### src/rtl/fpga_lib_pkg.sv
// fpga_lib_pkg: shared types and constants for the fpga_lib debounce blocks.
//   db_state_t : debounce FSM state encoding
//   DB_CNT_W   : width of the consecutive-sample debounce counter
//   width_for  : bits needed to hold a value (minimum 1); used to size timers
package fpga_lib_pkg;

   typedef enum logic [1:0] {
      STABLE_LO = 2'd0,
      CHK_HI    = 2'd1,
      STABLE_HI = 2'd2,
      CHK_LO    = 2'd3
   } db_state_t;

   localparam int unsigned DB_CNT_W = 16;

   function automatic int unsigned width_for(input int unsigned value);
      int unsigned w;
      w = 1;
      for (int unsigned i = 1; i < 32; i++) begin
         if ((value >> i) != 0) w = i + 1;
      end
      return w;
   endfunction

endpackage

### src/rtl/long_press_timer.sv
// long_press_timer: saturating one-shot hold timer.
// Counts cycles while run is high; fire pulses for one cycle when the count
// reaches HOLD_CYCLES-1, then the timer saturates so it fires once per run
// period. Dropping run clears the timer.
// Ports:
//   sys_clk : clock
//   rst_n   : synchronous active-low reset
//   run     : hold condition; timer is held at 0 while low
//   fire    : one-cycle registered pulse
module long_press_timer
   import fpga_lib_pkg::*;
#(
   parameter int unsigned HOLD_CYCLES = 50000
) (
   input  logic sys_clk,
   input  logic rst_n,
   input  logic run,
   output logic fire
);

   localparam int unsigned TW = width_for(HOLD_CYCLES);
   localparam logic [TW-1:0] LAST = TW'(HOLD_CYCLES - 1);
   // One past LAST marks "already fired" so the pulse cannot repeat.
   localparam logic [TW-1:0] DONE = TW'(HOLD_CYCLES);

   logic [TW-1:0] timer;

   always_ff @(posedge sys_clk) begin
      if (!rst_n || !run) begin
         timer <= '0;
         fire  <= 1'b0;
      end else if (timer == LAST) begin
         timer <= DONE;
         fire  <= 1'b1;
      end else begin
         fire <= 1'b0;
         if (timer != DONE) timer <= timer + TW'(1);
      end
   end

endmodule

### src/rtl/debounce_edge_detect.sv
// debounce_edge_detect: glitch filter and edge detector for an already
// synchronized level in the sys_clk domain.
// i_level must flip for DEBOUNCE_CYCLES consecutive samples before o_level
// follows; o_rise/o_fall pulse for one cycle together with the new level,
// and o_edge_cnt counts rises (wrapping).
// Optional: define LONG_PRESS_EN to enable o_long, a one-shot pulse after
// o_level has been high for LONG_CYCLES cycles; otherwise o_long is 0.
// Ports:
//   sys_clk    : clock
//   rst_n      : synchronous active-low reset
//   i_level    : synchronized input level
//   i_cnt_clr  : synchronous clear of o_edge_cnt
//   o_level    : debounced level
//   o_rise     : one-cycle pulse on o_level 0->1
//   o_fall     : one-cycle pulse on o_level 1->0
//   o_edge_cnt : wrapping count of o_rise events
//   o_long     : one-cycle long-press pulse
module debounce_edge_detect
   import fpga_lib_pkg::*;
#(
   parameter int unsigned DEBOUNCE_CYCLES = 1000,
   parameter logic        RESET_LEVEL     = 1'b0,
   parameter int unsigned EDGE_CNT_W      = 8,
   parameter int unsigned LONG_CYCLES     = 50000
) (
   input  logic                  sys_clk,
   input  logic                  rst_n,
   input  logic                  i_level,
   input  logic                  i_cnt_clr,
   output logic                  o_level,
   output logic                  o_rise,
   output logic                  o_fall,
   output logic [EDGE_CNT_W-1:0] o_edge_cnt,
   output logic                  o_long
);

   if (DEBOUNCE_CYCLES < 1 || DEBOUNCE_CYCLES > 65535 || LONG_CYCLES < 1) begin : g_bad_params
      $error("debounce_edge_detect: parameter out of range");
   end

   localparam logic [DB_CNT_W-1:0] LAST = DB_CNT_W'(DEBOUNCE_CYCLES - 1);
   localparam db_state_t RESET_STATE = RESET_LEVEL ? STABLE_HI : STABLE_LO;

   db_state_t             state, state_nx;
   logic [DB_CNT_W-1:0]   cnt, cnt_nx;
   logic                  rise_nx, fall_nx, level_nx;
   logic [EDGE_CNT_W-1:0] edge_nx;

   always_ff @(posedge sys_clk) begin
      if (!rst_n) begin
         state      <= RESET_STATE;
         cnt        <= '0;
         o_level    <= RESET_LEVEL;
         o_rise     <= 1'b0;
         o_fall     <= 1'b0;
         o_edge_cnt <= '0;
      end else begin
         state      <= state_nx;
         cnt        <= cnt_nx;
         o_level    <= level_nx;
         o_rise     <= rise_nx;
         o_fall     <= fall_nx;
         o_edge_cnt <= edge_nx;
      end
   end

   always_comb begin
      state_nx = state;
      cnt_nx   = '0;
      rise_nx  = 1'b0;
      fall_nx  = 1'b0;
      unique case (state)
         STABLE_LO: begin
            if (i_level) begin
               if (DEBOUNCE_CYCLES == 1) begin
                  state_nx = STABLE_HI;
                  rise_nx  = 1'b1;
               end else begin
                  state_nx = CHK_HI;
                  cnt_nx   = DB_CNT_W'(1);
               end
            end
         end
         CHK_HI: begin
            if (!i_level) begin
               state_nx = STABLE_LO;
            end else if (cnt == LAST) begin
               state_nx = STABLE_HI;
               rise_nx  = 1'b1;
            end else begin
               cnt_nx = cnt + DB_CNT_W'(1);
            end
         end
         STABLE_HI: begin
            if (!i_level) begin
               if (DEBOUNCE_CYCLES == 1) begin
                  state_nx = STABLE_LO;
                  fall_nx  = 1'b1;
               end else begin
                  state_nx = CHK_LO;
                  cnt_nx   = DB_CNT_W'(1);
               end
            end
         end
         CHK_LO: begin
            if (i_level) begin
               state_nx = STABLE_HI;
            end else if (cnt == LAST) begin
               state_nx = STABLE_LO;
               fall_nx  = 1'b1;
            end else begin
               cnt_nx = cnt + DB_CNT_W'(1);
            end
         end
         default: state_nx = RESET_STATE;
      endcase

      // The stable level is a function of state: CHK_LO still reports high.
      level_nx = (state_nx == STABLE_HI) || (state_nx == CHK_LO);

      // Clear takes effect first so a coincident rise lands on 1.
      edge_nx = i_cnt_clr ? '0 : o_edge_cnt;
      if (rise_nx) edge_nx = edge_nx + EDGE_CNT_W'(1);
   end

`ifdef LONG_PRESS_EN
   long_press_timer #(
      .HOLD_CYCLES(LONG_CYCLES)
   ) u_long_press_timer (
      .sys_clk(sys_clk),
      .rst_n  (rst_n),
      .run    (state == STABLE_HI),
      .fire   (o_long)
   );
`else
   assign o_long = 1'b0;
`endif

endmodule

### config.mk
export PLATFORM = sky130hd
export DESIGN_NAME = debounce_edge_detect
export DESIGN_NICKNAME = d
export VERILOG_FILES = /design/src/rtl/fpga_lib_pkg.sv /design/src/rtl/long_press_timer.sv /design/src/rtl/debounce_edge_detect.sv
export SDC_FILE = /design/constraint.sdc
export NUM_CORES = 1
export LEC_CHECK = 0
export CAP_MARGIN = 20
export CORE_MARGIN = 2
export CORE_UTILIZATION = 49
export CTS_BUF_LIST = sky130_fd_sc_hd__clkbuf_4 sky130_fd_sc_hd__clkbuf_8 sky130_fd_sc_hd__clkbuf_16
export DETAILED_ROUTE_END_ITERATION = 12
export PLACE_DENSITY = 0.86
export SLEW_MARGIN = 15
export SYNTH_ARGS = -nofsm -noshare
export SYNTH_HDL_FRONTEND = slang
export SYNTH_SLANG_ARGS = --single-unit
export TNS_END_PERCENT = 50
### constraint.sdc
create_clock -name sys_clk -period 1.65 [get_ports sys_clk]
set_input_delay 0.4125 -clock sys_clk [delete_from_list [all_inputs] [get_ports sys_clk]]
set_output_delay 0.4125 -clock sys_clk [all_outputs]
set_load 0.05 [all_outputs]
==> results.ini <==
[outcome]
status=finished, violations left
violations=negative setup slack

[critical_path]
crit_family=simple AND/OR/NAND/NOR gates
cp.arrival_ns=1.98
slowest_stage=or4b_1
crit_path_end_kind=register
critical_path_buf_inv_count=0
slowest_delay_ns=0.49
crit_chain=ha_4 -> nor3b_4 -> nand4_4 -> or4b_1 -> a21oi_1
path_max_fanout=5
critPathKind=reg -> reg
cp-start-kind=register
cp.required_ns=1.93

[sta]
fin_skew_ns=0.01391
fmax_ghz=0.5878
drv_slew=0
finalSetupViolCount=3
setup_slack_ns=-0.05135
hold_viol=0
fin_setup_tns_ns=-0.1031
rsz0062_at_grt=yes
min_period_ns=1.701
fin_crit_sh_pct=103.1
timing.hold.ws_ns=0.5216

[pwr]
p_int_uw=838.9
p_total_mw=1.077
p_clk_share_pct=30.8
pwr-share-seq_pct=63.3
switchingPower_uw=237.9
combPwrFrac_pct=5.9
p_leak_nw=0.7204
ir_drop_uv=613.3
switching_share_pct=22.09
p_per_area_mw_per_mm2=521.2

[clock_tree]
cts_buffer_depth=2
cts-root-buf=clkbuf_4
h-tree-depth=1
cts_buffers=3
cts.sinks=28
tritoncts=done
path_clk_slew_ns=0.15
insertion_delay_ns=0.33

[synthesis]
yosysUniqueCellTypes=39
synth_warnings=0
syn_area_per_cell_sq_um=8.891
synthCells=160
synth_area_sq_mm=0.001423
ys_ff_latch=28
syn-num-nets=166
seq_area_frac_synth_pct=39.40

[global_routing]
grt_pass1_vias=1444
antenna_found_initial=0
gr-total-overflow=0
grt_max_degree=16
grt_pass1_wl_um=6492
grt_usage_pct=25.28

[floorplan]
die_h_um=57.88
std_cell_rows=19
die_area_sq_mm=0.003350
die_x_um=57.88
num_io_pins=16
start_util_pct=51.59
coreArea_sq_mm=0.002758

[drt]
drtIter0Drc=93
wl_per_cell_um=17.95
avgViaCountPerCell=6.083
drc_errors=0
firstDrtPassIters=4
vias=1466
drtAntennaViolNets=0
wl_um=4325

[min_path]
hp-class=reg -> reg

[final_layout]
syn2layout_area_growth_pct=45.21
post-route-cell-area_sq_mm=0.002066
n_fill_cell=196
final_layout_size_suffix_gt1_share_pct=40.48
num_antenna_cells=0
final_nets=217

[run]
max-cap-violations=0

[placed_design]
gp_congestion=0.9127
port_buffers=14
dp_slack_ns=-0.4940
placed_area_sq_mm=0.001883
dp_hpwl_um=2738

[path summary, 6_finish.rpt]
path / start / end / slack [ns] / cells after the start
worst max-delay path: cnt[0] / o_edge_cnt[7] / -0.05 / 5
worst min-delay path: o_edge_cnt[7] / o_edge_cnt[7] / 0.52 / 2
worst max register to register: cnt[0] / o_edge_cnt[7] / -0.05 / 5
worst min register to register: o_edge_cnt[7] / o_edge_cnt[7] / 0.52 / 2
[final cells by class]
| class | instances | area [sq um] | area share, % |
|---|---|---|---|
| inverter | 6 | 22.52 | 1.090 |
| tap | 31 | 38.79 | 1.878 |
| sequential | 28 | 578.1 | 27.98 |
| multi-input combinational | 121 | 894.6 | 43.31 |
| clock buffer | 4 | 36.28 | 1.757 |
| timing repair buffer | 51 | 495.5 | 23.99 |
[metrics by stage]
step           util (%)  cells
4_1_cts           72.28    238
6_report          74.91    241
3_5_place_dp      68.28    231
3_3_place_gp      68.28    231
5_1_grt           74.91    241
2_1_floorplan         -    160
[timing repair]
action,CTS,global route
hold buffers,0,0
setup endpoints to repair,6,23
pin swaps,10,2
gates cloned,1,1
resized for setup,13,16
buffers inserted,2,2
[metal layers]
metal | part of all wire, % | global-route usage (%) | vias to the layer above
li1 | - | - | 682
met1 | 37 | 27.40 | 684
met2 | 53 | 47.56 | 77
met3 | 5.0 | 5.580 | 23
met4 | 4.5 | 9.302 | 0
met5 | 0 | 0 | -
[power groups by stage]
stage	registers (mW)	clock network, mW	logic (mW)
after floorplan	0.698	0	0.0244
after global placement	0.697	0	0.0550
after detailed placement	0.697	0	0.0570
after CTS	0.683	0.343	0.0574
after global routing	0.682	0.377	0.0684
final	0.681	0.332	0.0632
[cell usage after synthesis]
| master | number | area [sq um] |
|---|---|---|
| and4_4 | 1 | 11.26 |
| nor4_1 | 7 | 43.79 |
| mux2i_1 | 1 | 10.01 |
| nor2b_1 | 4 | 25.02 |
| nand3_1 | 8 | 40.04 |
| buf_2 | 1 | 5.000 |
| xor2_1 | 5 | 43.79 |
| a211o_1 | 1 | 8.760 |
| or4b_1 | 1 | 10.01 |
| or4_1 | 4 | 30.03 |
| o21ai_0 | 4 | 20.02 |
| and4_2 | 1 | 10.01 |
| nor2_1 | 19 | 71.32 |
| and4bb_2 | 1 | 12.51 |
| o41ai_1 | 1 | 8.760 |
| nand4_2 | 1 | 12.51 |
| or3_2 | 1 | 7.510 |
| nand3b_4 | 1 | 20.02 |
| xnor2_1 | 10 | 87.58 |
| or3_1 | 3 | 18.77 |
| nand4_1 | 9 | 56.30 |
| dfxtp_1 | 28 | 560.5 |
| ha_1 | 2 | 25.02 |
| buf_6 | 2 | 22.52 |
| nor3_1 | 4 | 20.02 |
| a21oi_1 | 7 | 35.03 |
| nor4_4 | 1 | 21.27 |
| and3b_1 | 1 | 8.760 |
| inv_1 | 6 | 22.52 |
| o31ai_1 | 4 | 30.03 |
| a21boi_0 | 1 | 7.510 |
| buf_4 | 3 | 22.52 |
| nor3b_2 | 1 | 12.51 |
| nand2_1 | 11 | 41.29 |
| nand2b_1 | 1 | 6.260 |
| conb_1 | 1 | 3.750 |
| and4_1 | 1 | 8.760 |
| nor4b_1 | 1 | 8.760 |
| and4bb_1 | 1 | 12.51 |
[cells by family (layout without fill, tap and decap cells)]
group | Yosys count | after routing | share of synthesized area, %
AO/OA/AOI/OAI | 18 | 18 | 7.740
XOR/XNOR | 15 | 15 | 9.234
adder cells (fa/ha/maj) | 2 | 2 | 1.759
buffers and inverters | 12 | 61 | 5.100
flip-flops | 28 | 28 | 39.40
multiplexers | 1 | 1 | 0.7036
other | 1 | 1 | 0.2636
AND/OR/NAND/NOR | 83 | 84 | 35.80
[tightest hold or removal path, delay by kind of cell (launching register included)]
family / cells / cell delay [ns]
DFF: 1 / 0.38
AOI/OAI and AO/OA: 2 / 0.12
[flip-flops by register name, summed over array words and instances (netlist names)]
| register | count |
|---|---|
| state | 2 |
| o_fall | 1 |
| cnt | 16 |
| o_rise | 1 |
| o_edge_cnt | 8 |
[layout by cell type (no fill, tap or decap), types with 2 or more instances in the layout]
master | synthesis | routed
or3_4 | 0 | 3
dfxtp_1 | 28 | 16
nor2b_1 | 4 | 3
nand4_4 | 0 | 2
or4_1 | 4 | 4
o21ai_0 | 4 | 3
nor4_1 | 7 | 7
nand4_1 | 9 | 9
xnor2_1 | 10 | 10
o31ai_1 | 4 | 2
clkbuf_4 | 0 | 3
buf_6 | 2 | 2
inv_1 | 6 | 6
and4_4 | 1 | 2
a21oi_1 | 7 | 4
xor2_1 | 5 | 5
a21oi_2 | 0 | 3
nand3_1 | 8 | 8
buf_4 | 3 | 38
dfxtp_2 | 0 | 11
o31ai_2 | 0 | 2
nor3_1 | 4 | 4
nand2_1 | 11 | 11
dlygate4sd2_1 | 0 | 2
nor2_1 | 19 | 19
buf_12 | 0 | 8
Note: power is estimated with default switching activity, not from simulation.
==> variant 1: new RTL, same settings <==
The parameter `EDGE_CNT_W` goes from 8 to 10.
--- a/src/rtl/debounce_edge_detect.sv
+++ b/src/rtl/debounce_edge_detect.sv
@@ -20,7 +20,7 @@
 #(
    parameter int unsigned DEBOUNCE_CYCLES = 1000,
    parameter logic        RESET_LEVEL     = 1'b0,
-   parameter int unsigned EDGE_CNT_W      = 8,
+   parameter int unsigned EDGE_CNT_W      = 10,
    parameter int unsigned LONG_CYCLES     = 50000
 ) (
    input  logic                  sys_clk,
Interface: changed (resized o_edge_cnt); port bits go from 16 to 18. The function was not compared with the original's and may differ.
==> variant 1 against the original RTL <==
- the flow still finishes with violations (setup timing)
- first-iteration DRC count decreased by 30%
- setup slack got worse by 0.49 ns
- maximum frequency shrank 22%
- sequential cell count grew 3
- power rose by 34%
- area after synthesis is 2.6% lower
- wire length fell by 8.6%
- critical path depth decreased by 1
- cell area up 2.2%
- via count is 2.1% higher
==> variant 1: results <==
export IMPL_status="complete, but fails checks"
export IMPL_failed_checks="setup timing"
export IMPL_synth_seq_area_share_pct=44.8
export IMPL_clk_latency_ns=0.35
export IMPL_multi_input_area_um2=781
export IMPL_grt_pass1_wl_um=6570
export IMPL_grtUsageMet3_pct=7.71
export IMPL_syn_nets=167
export IMPL_netlist_area_leader_share_pct=44.8
export IMPL_cts_buffers=5
export IMPL_whs_endpoint="o_edge_cnt[9]"
export IMPL_worstPathArrival_ns=2.47
export IMPL_port_buffers=16
export IMPL_p_sw_share_pct=21.8
export IMPL_r2r_cells=4
export IMPL_nets=228
export IMPL_rr_startpoint="cnt[13]"
export IMPL_grtUsageTotal_pct=26.2
export IMPL_wl_per_cell_um=15.6
export IMPL_grt_max_degree=11
export IMPL_vias_per_cell=5.89
export IMPL_grt_pass1_vias=1435
export IMPL_buffer_area_share_pct=26.2
export IMPL_drtIter0Drc=65
export IMPL_regArea_um2=626
export IMPL_top_regs="cnt x16, o_edge_cnt x10, state x2"
export IMPL_wl_met1_um=1550
export IMPL_seqPwrFrac_pct=52.1
export IMPL_cts_htree_levels=2
export IMPL_worst_slack_ns=-0.538
export IMPL_synthDistinctLibCells=29
export IMPL_inv_count=7
export IMPL_setup_violations=31
export IMPL_syn_inst=161
export IMPL_num_nonclk_buffers=56
export IMPL_clock_cell_area_share_pct=4.09
export IMPL_filler_cell_count=172
export IMPL_clock_buffers=6
-- variant 1: changes by cell type in the layout (fill, tap and decap cells not counted), sizes merged, moves of 3 or more --
cell / unedited run / this run
nand3: 8 / 11
nand4: 11 / 6
buf: 48 / 53
or4: 4 / 11
a21oi: 7 / 14
xor2: 5 / 2
dfxtp: 28 / 31
and4: 3 / 0
-- variant 1: worst reg2reg max path, stage by stage, from the launching register on --
cell and delay, ns:
dfxtp_2 0.33, or4_4 0.56, or4_4 0.61, or4_4 0.51
a21oi_2 0.13
-- variant 1: what timing repair did --
| item | CTS | global route |
|---|---|---|
| pin swaps | 3 | 4 |
| resized for setup | 3 | 8 |
| setup buffers | 2 | 0 |
| setup endpoints to repair | 31 | 31 |
| cloned | 2 | 0 |
-- variant 1: cells by family after synthesis --
group           synth area share, %
xor+xnor                       8.21
simple gates                   29.4
fa+ha+maj                      1.80
other cells                   0.270
flops                          44.8
compound gates                 11.7
buf+inv                        3.79
==> variant 2: new RTL, same settings <==
Made on the original files. Re-encode `db_state_t` (4 states) as one-hot, 4 bits wide.
--- a/src/rtl/fpga_lib_pkg.sv
+++ b/src/rtl/fpga_lib_pkg.sv
@@ -4,11 +4,11 @@
 //   width_for  : bits needed to hold a value (minimum 1); used to size timers
 package fpga_lib_pkg;
 
-   typedef enum logic [1:0] {
-      STABLE_LO = 2'd0,
-      CHK_HI    = 2'd1,
-      STABLE_HI = 2'd2,
-      CHK_LO    = 2'd3
+   typedef enum logic [3:0] {
+      STABLE_LO = 4'b0001,
+      CHK_HI    = 4'b0010,
+      STABLE_HI = 4'b0100,
+      CHK_LO    = 4'b1000
    } db_state_t;
 
    localparam int unsigned DB_CNT_W = 16;
Formal check against the unedited RTL: same outputs for any inputs over 10 cycles, from zero or initial values and one cycle with rst_n low; not proved beyond that.
==> variant 2 against the original RTL <==
- wire length up 11%
- synthesized cell count is 16% higher
- critical path type unchanged
- sequential cell count is 3 higher
- cell area rose by 17%
- die area increased by 12%
- the flow still finishes with violations (setup timing)
- first-iteration DRC count increased by 32%
- largest cell class unchanged
- area after synthesis up 13%
- setup slack got worse by 0.10 ns
Power is not compared: it rests on default switching activity, and its combinational part moved more than twofold at a synthesized area within 25%.
==> variant 2: results <==
export IMPL_routed_wl_um=4780
export IMPL_cp_startpoint="cnt[10]"
export IMPL_synthDistinctLibCells=43
export IMPL_dr_wl_met2_um=2540
export IMPL_place_gp_congestion=0.836
export IMPL_drtPass1Iterations=5
export IMPL_slowest_stage="or4_4"
export IMPL_worst_slack_ns=-0.154
export IMPL_min_from="cnt[0]"
export IMPL_cts_htree_levels=2
export IMPL_grt_max_degree=14
export IMPL_drtIter0Drc=123
export IMPL_cts_buffers=5
export IMPL_synth_area_top_cells="dfxtp_1 39%, nor3_1 5.3%, xor2_1 4.4%, nand4_1 3.1%, o31ai_1 2.8%"
export IMPL_postCtsSetupBuffers=4
export IMPL_syn_nets=192
export IMPL_synth_seq_area_share_pct=38.7
export IMPL_failed_checks="setup timing"
export IMPL_grtUsageTotal_pct=24.4
export IMPL_setup_violations=8
export IMPL_worstPathArrival_ns=2.08
export IMPL_vias=1715
export IMPL_grt_use_met1_pct=28.0
export IMPL_status="complete, but fails checks"
export IMPL_finalClockSkew_ns=0.0121
export IMPL_grtUsageMet3_pct=4.83
export IMPL_critical_path_peak_fanout=4
export IMPL_dp_hpwl_um=3010
export IMPL_wl_met3_um=249
export IMPL_cts_resized=21
export IMPL_ys_top_cells_by_count="31 x dfxtp_1, 17 x nor3_1, 9 x nor2_1"
export IMPL_nets=255
==> variant 2: cell count changes after synthesis, sizes merged, moves of 5 or more <==
cell    change
nor4        -6
xnor2       -5
nor2       -10
nor3       +13
nand2b      +5
clkbuf      +7
inv         -5
==> variant 2: cell families after synthesis <==
kind of cell             Yosys count  synth area share [%]
flip-flops                        31                  38.7
XOR/XNOR                          13                  7.09
other                              1                 0.234
buffers and inverters             13                  4.52
AO/OA/AOI/OAI                     32                  13.2
AND/OR/NAND/NOR                   94                  34.8
adder cells (fa/ha/maj)            2                  1.56
==> variant 2: cell type report <==
cell class              count  share of cell area [%]
well taps                  44                    2.28
multi-input cells         142                    42.7
inverters                   1                   0.156
repair buffers             68                    25.1
flip-flops and latches     31                    26.7
clock buffers               8                    3.01
==> variant 2: power by group through the flow <==
stage	clock network [uW]	logic (uW)	registers, uW
global route	566	152	758
detailed placement	0	117	776
floorplan	0	73.0	782
CTS	527	119	756
global placement	0	116	777
finish	528	143	757
==> variant 2: worst register-to-register path: stages, from the launching register on <==
cell,delay [ns]
dfxtp_2,0.34
nor4_2,0.28
buf_4,0.16
nand4_1,0.14
buf_4,0.19
or4_4,0.51
a21oi_2,0.13
==> variant 2: path summary, 6_finish.rpt <==
| path | cells after the start | end | slack [ns] |
|---|---|---|---|
| setup / recovery | 6 | o_edge_cnt[3] | -0.15 |
| hold / removal | 1 | cnt[0] | 0.47 |
| setup reg to reg | 6 | o_edge_cnt[3] | -0.15 |
| hold reg to reg | 1 | cnt[0] | 0.47 |
==> variant 2: metrics by stage <==
step	instances	hold slack, ns	area [um2]
after floorplan	186	0.468	1640
after global placement	276	0.488	2130
after detailed placement	276	0.488	2130
after CTS	288	0.467	2280
after global routing	294	0.494	2410
final	294	0.467	2410
